--- src/rtl/huffman_code_decoder.sv ---
// Serial Huffman decoder: shifts code bits in MSB-first, matches the accumulated
// prefix against a 7-entry code table in parallel and emits symbol indices 1..7.
module huffman_code_decoder #(
  parameter int unsigned CODE_W  = 8,
  parameter int unsigned LEN_W   = 3,
  parameter int unsigned MAX_LEN = 7
) (
  input  logic              CLK,
  input  logic              nRST,
  input  logic              en,
  input  logic [CODE_W-1:0] code_1,
  input  logic [CODE_W-1:0] code_2,
  input  logic [CODE_W-1:0] code_3,
  input  logic [CODE_W-1:0] code_4,
  input  logic [CODE_W-1:0] code_5,
  input  logic [CODE_W-1:0] code_6,
  input  logic [CODE_W-1:0] code_7,
  input  logic [LEN_W-1:0]  len_1,
  input  logic [LEN_W-1:0]  len_2,
  input  logic [LEN_W-1:0]  len_3,
  input  logic [LEN_W-1:0]  len_4,
  input  logic [LEN_W-1:0]  len_5,
  input  logic [LEN_W-1:0]  len_6,
  input  logic [LEN_W-1:0]  len_7,
  input  logic              bit_in,
  input  logic              bit_valid,
  output logic              bit_ready,
  output logic [2:0]        sym_out,
  output logic              sym_valid,
  input  logic              sym_ready,
  output logic              err
);

  localparam int unsigned NUM_SYM = 7;
  localparam logic [LEN_W-1:0] MAX_CNT = LEN_W'(MAX_LEN);

  logic [CODE_W-1:0] code_tab [NUM_SYM];
  logic [LEN_W-1:0]  len_tab  [NUM_SYM];

  // The top shift-register bit would fall out on the next shift, so only CODE_W-1 are kept.
  logic [CODE_W-2:0] acc_q, acc_d;
  logic [LEN_W-1:0]  cnt_q, cnt_d;
  logic [2:0]        sym_q, sym_d;
  logic              valid_q, valid_d;
  logic              err_q, err_d;

  logic [CODE_W-1:0] next_acc;
  logic [LEN_W-1:0]  next_cnt;
  logic              hit;
  logic [2:0]        hit_sym;
  logic              accept;

  always_comb begin
    code_tab[0] = code_1;
    code_tab[1] = code_2;
    code_tab[2] = code_3;
    code_tab[3] = code_4;
    code_tab[4] = code_5;
    code_tab[5] = code_6;
    code_tab[6] = code_7;
    len_tab[0]  = len_1;
    len_tab[1]  = len_2;
    len_tab[2]  = len_3;
    len_tab[3]  = len_4;
    len_tab[4]  = len_5;
    len_tab[5]  = len_6;
    len_tab[6]  = len_7;
  end

  assign bit_ready = nRST && en && (!valid_q || sym_ready);
  assign accept    = bit_valid && bit_ready;
  assign next_acc  = {acc_q, bit_in};
  assign next_cnt  = cnt_q + LEN_W'(1);

  // Parallel compare; scanning downward lets the lowest matching index win.
  always_comb begin
    hit     = 1'b0;
    hit_sym = 3'd0;
    for (int i = NUM_SYM - 1; i >= 0; i--) begin
      if ((len_tab[i] != '0) && (len_tab[i] == next_cnt) &&
          (((code_tab[i] ^ next_acc) & ~({CODE_W{1'b1}} << len_tab[i])) == '0)) begin
        hit     = 1'b1;
        hit_sym = 3'(i + 1);
      end
    end
  end

  always_comb begin
    acc_d   = acc_q;
    cnt_d   = cnt_q;
    sym_d   = sym_q;
    valid_d = valid_q && !sym_ready;
    err_d   = 1'b0;
    if (!en) begin
      acc_d = '0;
      cnt_d = '0;
    end else if (accept) begin
      if (hit) begin
        sym_d   = hit_sym;
        valid_d = 1'b1;
        acc_d   = '0;
        cnt_d   = '0;
      end else if (next_cnt == MAX_CNT) begin
        err_d = 1'b1;
        acc_d = '0;
        cnt_d = '0;
      end else begin
        acc_d = next_acc[CODE_W-2:0];
        cnt_d = next_cnt;
      end
    end
  end

  always_ff @(posedge CLK or negedge nRST) begin
    if (!nRST) begin
      acc_q   <= '0;
      cnt_q   <= '0;
      sym_q   <= '0;
      valid_q <= 1'b0;
      err_q   <= 1'b0;
    end else begin
      acc_q   <= acc_d;
      cnt_q   <= cnt_d;
      sym_q   <= sym_d;
      valid_q <= valid_d;
      err_q   <= err_d;
    end
  end

  assign sym_out   = sym_q;
  assign sym_valid = valid_q;
  assign err       = err_q;

endmodule
--- config.mk ---
export PLATFORM = sky130hd
export DESIGN_NAME = huffman_code_decoder
export DESIGN_NICKNAME = d
export VERILOG_FILES = /design/src/rtl/huffman_code_decoder.sv
export SDC_FILE = /design/constraint.sdc
export NUM_CORES = 1
export LEC_CHECK = 0
export CAP_MARGIN = 20
export CORE_ASPECT_RATIO = 1.5
export CORE_MARGIN = 2
export CORE_UTILIZATION = 64
export DETAILED_ROUTE_END_ITERATION = 10
export DONT_BUFFER_PORTS = 1
export GPL_ROUTABILITY_DRIVEN = 1
export PLACE_DENSITY_LB_ADDON = 0.05
export SLEW_MARGIN = 15
export SYNTH_ARGS = -nofsm -noshare
export SYNTH_HDL_FRONTEND = slang
export SYNTH_SLANG_ARGS = --single-unit
export TNS_END_PERCENT = 20
--- constraint.sdc ---
create_clock -name CLK -period 3.6 [get_ports CLK]
set_input_delay 0.72 -clock CLK [delete_from_list [all_inputs] [get_ports CLK]]
set_output_delay 0.72 -clock CLK [all_outputs]
set_load 0.02 [all_outputs]
# [Yosys cells after proc, flatten, opt, wreduce, memory -nomap -nowiden]
# Index checks and enable logic that the tools add are counted.
[totals] regBits=15 input_bits=83 out_inout_bits=6 wordCells=108
[op_classes] add_sub_neg=1 eq_ne=9 shifts=7 mux=29 n_bitwise=21 n_reduce_logical=36
[ops] cell="8-bit bitwise AND" n=7
[ops] cell="8-bit zero test" n=7
[ops] cell="8-bit inverter" n=7
[ops] cell="8-bit by 3-bit << shifter with 8-bit output (first input constant)" n=7
[ops] cell="8-bit bitwise XOR" n=7
[ops] cell="3-bit two-way mux" n=11
[ops] cell="7-bit two-way mux" n=4
[ops] cell="3-bit equality test" n=7
[ops] cell="3-bit nonzero test" n=7
[ops] cell="1-bit logical AND" n=18
[ops] cell="1-bit two-way mux" n=14
[ops] cell="3-bit by 1-bit adder with 3-bit output (second input constant)" n=1
[ops] cell="3-bit equality test (second input constant)" n=1
[ops] cell="3-bit AND reduction" n=1
[ops] cell="1-bit zero test" n=2
[ops] cell="2-bit by 1-bit != test with 1-bit output (second input constant)" n=1
[ops] cell="1-bit logical OR" n=1

# [Logic depth before layout (Yosys ltp)]
# Gate-level depths: netlist (run 1).
[depth] ltp_word=15 ltp_mapped=13 ltp_nobuf=9

# [Least setup slack after synthesis (run 1)]
# Ideal clock, no wire load.
[synth_timing] path_type="reg-to-reg" from="reg cnt_q[0]" to="reg cnt_q[0]" setup_ps=125 t_arrival_ps=2588 required_time_ps=3475 slack_ps=887 stages_incl_launch_ff=14 path_buffers=4 synth_period_minus_slack_ps=2713 path_cell_list="dfrtp_1 -> buf_2 -> inv_1 -> ha_1 -> buf_2 -> nand2_1 -> a2111oi_0 -> nor3_1 -> a2bb2oi_1 -> and3b_1 -> buf_6 -> and3_4 -> buf_6 -> mux2_4"
[synth_via] elab_chain_cells=14 word_cells_on_any_way=34 cone_classes="add/sub: 1; eq/ne: 8; mux: 11; reduce/logical: 14"
[synth_lines] element="start, declared" line_no="42" rtl="logic [LEN_W-1:0] cnt_q, cnt_d;"
[synth_lines] element="start signal, assigned" line_no="123" rtl="cnt_q <= cnt_d;"
[synth_lines] element="3-bit by 1-bit adder with 3-bit output *" line_no="73" rtl="assign next_cnt = cnt_q + LEN_W'(1);"
[synth_lines] element="3-bit equality test" line_no="80" rtl="if ((len_tab[i] != '0) && (len_tab[i] == next_cnt) &&"
[synth_lines] element="1-bit logical AND (2 in a row)" line_no="80"
[synth_lines] element="1-bit two-way mux (7 in a row)" line_no="80"
[synth_lines] element="3-bit two-way mux *" line_no="98" rtl="if (hit) begin"
[synth_lines] element="3-bit two-way mux *" line_no="97" rtl="end else if (accept) begin"
[synth_lines] element="3-bit two-way mux *" line_no="94" rtl="if (!en) begin"
# Mark *: on every way between the ends. The rest lies on a longest branch, timed or not. The select of a mux whose other input is x is not followed.
# A chain may end at the register's enable or synchronous reset.

# [Final worst setup path (run 1)]
# Same ends and word-level chain as after synthesis.

==> results of run 1 <==
[where the power goes]
group	total [W]	switching (W)	internal, W
clock network	0.000154	0.0000571	0.0000970
registers	0.000222	0.0000445	0.000177
logic	0.000144	0.0000680	0.0000759
total	0.000520	0.000170	0.000350
[worst paths after layout]
kind,depth (start not counted),from,end,slack [ns]
max,9,cnt_q[0],cnt_q[0],0.39
min,0,nRST,cnt_q[1],0.16
max reg2reg,9,cnt_q[0],cnt_q[0],0.39
min reg2reg,1,cnt_q[1],cnt_q[1],0.55
max in group asynchronous,0,nRST,acc_q[1],3.37
min in group CLK,1,cnt_q[1],cnt_q[1],0.55
[cell families after synthesis]
logic type	after synthesis	share of synthesized area [%]
buf+inv	26	7.665
flops	14	19.51
xor+xnor	62	30.24
mux	1	0.8360
simple gates	44	12.68
fa+ha+maj	2	1.394
compound gates	68	27.67
[per-stage QoR]
step           util (%)  setup WS (ns)  std cells
2_1_floorplan         -         0.8872        217
3_3_place_gp      65.50         0.4968        240
3_5_place_dp      65.50         0.4140        240
4_1_cts           67.55         0.3961        244
5_1_grt           67.55         0.2183        244
6_report          67.55         0.3920        244
[metal layers]
layer	up-vias	wire, um	track usage, %
li1	752	-	-
met1	774	1691	30.65
met2	75	2303	49.66
met3	8	292	4.688
met4	0	106	13.54
met5	-	0	0
[area by class of cell]
cell class | instances | area, um2 | area share [%]
clock buffers | 4 | 55.05 | 3.045
inverters | 11 | 41.29 | 2.284
multi-input cells | 177 | 1308 | 72.32
flip-flops and latches | 14 | 350.3 | 19.38
well taps | 37 | 46.29 | 2.561
repair buffers | 1 | 7.507 | 0.4152
[cells in the mapped netlist, types with 2 or more instances]
master     instances
buf_2              8
a21oi_1           12
o211ai_1           7
nor2_1            11
and3_1             3
nand3_1            2
nor2b_1            3
a2111oi_0          2
inv_1             11
dfrtp_1           14
buf_6              4
a22o_1             7
xnor2_1           37
nor4_1             4
a31oi_1            3
clkbuf_1           2
ha_1               2
xor2_1            25
o22ai_1            3
a211oi_1           4
nand2b_1           2
nand2_1            8
nor3_1             6
o22a_1             2
o21ai_0           12
o2111ai_1          4
[registers in the layout, summed over array words and instances (netlist names)]
| signal | count |
|---|---|
| cnt_q | 3 |
| sym_valid | 1 |
| sym_out | 3 |
| err | 1 |
| acc_q | 6 |
[worst max-delay path, stage by stage, from the launching register on]
cell and delay [ns]:
dfrtp_1 0.67, inv_1 0.18, ha_1 0.61, inv_1 0.19, nor4b_1 0.36, nor3_1 0.14
a2bb2oi_1 0.18, and3b_1 0.29, and3_4 0.23, mux2_4 0.25
==> results.toml, run 1 <==
[logic_synthesis]
synth-edff-count = 0
async_flop_share_pct = 100.0
synthCells = 217
yosys.cell_types.count = 45
syn_nets = 302
seq_area_frac_synth_pct = 19.51
syn_avg_cell_area_um2 = 8.274
synth.area.top_cells = "dfrtp_1 (20%), xnor2_1 (18%), xor2_1 (12%)"
yosys.area.top_type = "dfrtp_1"
syn_area_um2 = 1795
yosysWarnings = 0
yosys.area.top_type_share_pct = 19.51
yosys_register_bits = 14
synth_flop_cell = "dfrtp_1"

[min_path]
hold_path.class = "input port to asynchronous set/reset pin"

[floorplan]
rows = 23
die_h_um = 68.87
num_io_pins = 89
core_area_um2 = 2676
start_util_pct = 67.09
die_w_um = 47.25
die_area_um2 = 3254

[cts]
clock_latency_ns = 0.25
cts_buffer_depth = 2
clock-root-buffer = "clkbuf_8"
cts_tree = "yes"
cts_inserted_buffers = 3
hold_buffers = 0
path_clk_slew_ns = 0.06
cts-resized-gates = 0
htreeDepth = 1
cts.sinks = 14
post_cts_buffers = 0

[detailed_routing]
drtPass1Iterations = 4
routed_wl_um = 4393
routed-via-count = 1609
drc = 0
avgRoutedWirePerCell_um = 18.00
ant_nets = 0
drtIter0Drc = 52
vias_per_cell = 6.594

[outcome]
outcome = "finished, final reports clean"

[setup_path]
end_kind = "flop"
crit_path_start_kind = "flop"
crit_path_max_fanout = 11
crit_type = "flop to flop"
worstPathArrival_ns = 3.34
required_ns = 3.73

[sta]
setup_viol = 0
rsz0062_at_grt = "false"
maxSlewHeadroom_pct = 55.94
min_period_over_period_pct = 89.11
drv_slew = 0
whs_ns = 0.1600
fin_crit_ns = 3.208
worst_slew_pin_slew_ns = 0.6562
fmax_mhz = 311.7
clock-skew-final_ns = 0.003062
hold_viol_final = 0
tns_ns = 0

[placement]
gp_congestion = 0.8081
port_buffers = 0
hpwl_um = 3432
place_area_um2 = 1753

[power_and_ir_drop]
p_leak_nw = 0.7104
vdd_drop_max_mv = 0.1961
fin_total_pwr_w = 0.0005197
powerDensity_nw_per_um2 = 287.4

[grt]
grt_pass1_vias = 1513
grt_overflow_total = 0
grt_pass1_wl_um = 6444
grt_max_degree = 16
track_usage_pct = 27.99
antenna_found_initial = 0

[final_layout]
antenna_cells = 0
fillers = 226
areaGrowthSynthToFinish_pct = 0.6966
drive_above_1_share_pct = 4.831
final_cell_mix = "xnor2_1 (37), xor2_1 (25), dfrtp_1 (14)"
stdcell_area_um2 = 1808
final_common_cell = "xnor2_1"
layout.nets = 293

[flow_run]
drv_cap = 0
Power figures use the tool's default switching activity.
==> inputs of run 2 (changes only) <==
--- a/config.mk
+++ b/config.mk
@@ -7,12 +7,12 @@
 export LEC_CHECK = 0
 export CAP_MARGIN = 20
 export CORE_ASPECT_RATIO = 1.5
-export CORE_MARGIN = 2
 export CORE_UTILIZATION = 64
 export DETAILED_ROUTE_END_ITERATION = 10
 export DONT_BUFFER_PORTS = 1
 export GPL_ROUTABILITY_DRIVEN = 1
 export PLACE_DENSITY_LB_ADDON = 0.05
+export SETUP_SLACK_MARGIN = 0.05
 export SLEW_MARGIN = 15
 export SYNTH_ARGS = -nofsm -noshare
 export SYNTH_HDL_FRONTEND = slang
==> results.toml, run 2 (synthesized netlist as in run 1, its figures left out) <==
[final_layout]
drive_above_1_share_pct = 4.831
antenna_cells = 0
areaGrowthSynthToFinish_pct = 0.6966
final_common_cell = "xnor2_1"
layout.nets = 293
final_core_util_pct = 67.55
largest_reg_flops = 6
regMostFlops = "acc_q"
final_cell_mix = "xnor2_1 (37), xor2_1 (25), dfrtp_1 (14)"

[floorplan]
die_h_um = 66.87
die_w_um = 45.25
core_area_um2 = 2676
num_io_pins = 89
die_area_um2 = 3026
start_util_pct = 67.09
rows = 23

[placement]
port_buffers = 0
gp_congestion = 0.8170
hpwl_um = 3477

[power_and_ir_drop]
fin_total_pwr_w = 0.0005196
power_frac_clock_pct = 29.5
switching_share_pct = 32.61
p_switching_w = 0.0001695
combinationalPowerShare_pct = 27.8
vdd_drop_max_mv = 0.1737
p_int_w = 0.0003502
p_leak_nw = 0.7104
sequentialPowerShare_pct = 42.8
powerDensity_nw_per_um2 = 287.4

[setup_path]
cpMostUsedCell = "inv_1"
worstPathArrival_ns = 3.30
ff2ff_setup_slack_ns = 0.44
reg2reg_depth = 9
end_kind = "flop"
cp_slowest_cell = "dfrtp_1"
crit_path_cell_trace = "inv_1 > ha_1 > inv_1 > nor4b_1 > nor3_1 > a2bb2oi_1 > and3b_1 > and3_4 > mux2_4"
crit_path_max_fanout = 11
timing.rr.end = "cnt_q[0]"
crit_type = "flop to flop"
required_ns = 3.73
crit_path_start_kind = "flop"
r2r_start = "cnt_q[0]"
slowest_delay_ns = 0.66

[grt]
grt_pass1_vias = 1554
grt_pass1_wl_um = 6796
grt_max_degree = 16
grt_overflow_total = 0
antenna_found_initial = 0
track_usage_pct = 31.04

[cts]
htreeDepth = 1
cts_buffer_depth = 2
post_cts_buffers = 0
cts-resized-gates = 0
path_clk_slew_ns = 0.06
hold_buffers = 0
clock_latency_ns = 0.25
clock-root-buffer = "clkbuf_8"
cts.sinks = 14
cts_inserted_buffers = 3
cts_tree = "yes"

[min_path]
hold_path.class = "input port to asynchronous set/reset pin"

[flow_run]
drv_cap = 0

[detailed_routing]
ant_nets = 0
drtPass1Iterations = 4
drtIter0Drc = 26
routed-via-count = 1599
drc = 0
avgRoutedWirePerCell_um = 18.22
vias_per_cell = 6.553
routed_wl_um = 4446

[sta]
hold_viol_final = 0
setup_viol = 0
fin_crit_ns = 3.162
clock-skew-final_ns = 0.001126
drv_slew = 0
tns_ns = 0
rsz0062_at_grt = "false"
min_period_over_period_pct = 87.84
worst_slew_pin_slew_ns = 0.7124
whs_ns = 0.1607
maxSlewHeadroom_pct = 52.16
fmax_mhz = 316.2

[outcome]
outcome = "finished, final reports clean"
run 2: cell counts in the layout (fill, tap and decap cells not counted):
No cell type changed its count.
run 2: layout make-up:
| class | instances | area, um2 |
|---|---|---|
| timing repair buffer | 1 | 7.507 |
| fill | 248 | 868.3 |
| sequential | 14 | 350.3 |
| inverter | 11 | 41.29 |
| tap | 37 | 46.29 |
| clock buffer | 4 | 55.05 |
| multi-input combinational | 177 | 1308 |
run 2: through the flow:
step                instance area (um2)  setup WS [ns]  cells
floorplan                          1795         0.8872    217
global placement                   1753         0.5030    240
detailed placement                 1753         0.4749    240
CTS                                1808         0.4590    244
global route                       1808         0.1066    244
finish                             1808         0.4376    244
run 2: power groups by stage:
| stage | combinational [W] | sequential, W | clock (W) |
|---|---|---|---|
| CTS | 0.000145 | 0.000222 | 0.000155 |
| detailed placement | 0.000144 | 0.000225 | 0 |
| global route | 0.000161 | 0.000224 | 0.000164 |
| floorplan | 0.000139 | 0.000211 | 0 |
| global placement | 0.000137 | 0.000223 | 0 |
| finish | 0.000144 | 0.000222 | 0.000153 |
run 2: worst max path at each step:
stage	start	to	slack, ns	cells past startpoint
floorplan	cnt_q[0]	cnt_q[0]	0.89	13
global placement	cnt_q[0]	cnt_q[0]	0.50	9
detailed placement	cnt_q[0]	cnt_q[0]	0.47	9
CTS	cnt_q[0]	cnt_q[0]	0.46	9
global route	cnt_q[0]	cnt_q[0]	0.11	9
finish	cnt_q[0]	cnt_q[0]	0.44	9
run 2: worst max-delay path: cells and delay by family, from the launching register on:
| family | cells | cell delay (ns) |
|---|---|---|
| fa+ha+maj | 1 | 0.60 |
| compound gates | 1 | 0.18 |
| flops | 1 | 0.66 |
| buf+inv | 2 | 0.37 |
| mux | 1 | 0.26 |
| simple gates | 4 | 0.97 |
run 2: per-layer routing:
metal	GRT usage, %	wire [um]	vias to the layer above
met2	56.88	2405	68
met4	14.02	97	0
li1	-	-	755
met3	3.794	228	7
met5	0	0	-
met1	33.83	1714	769
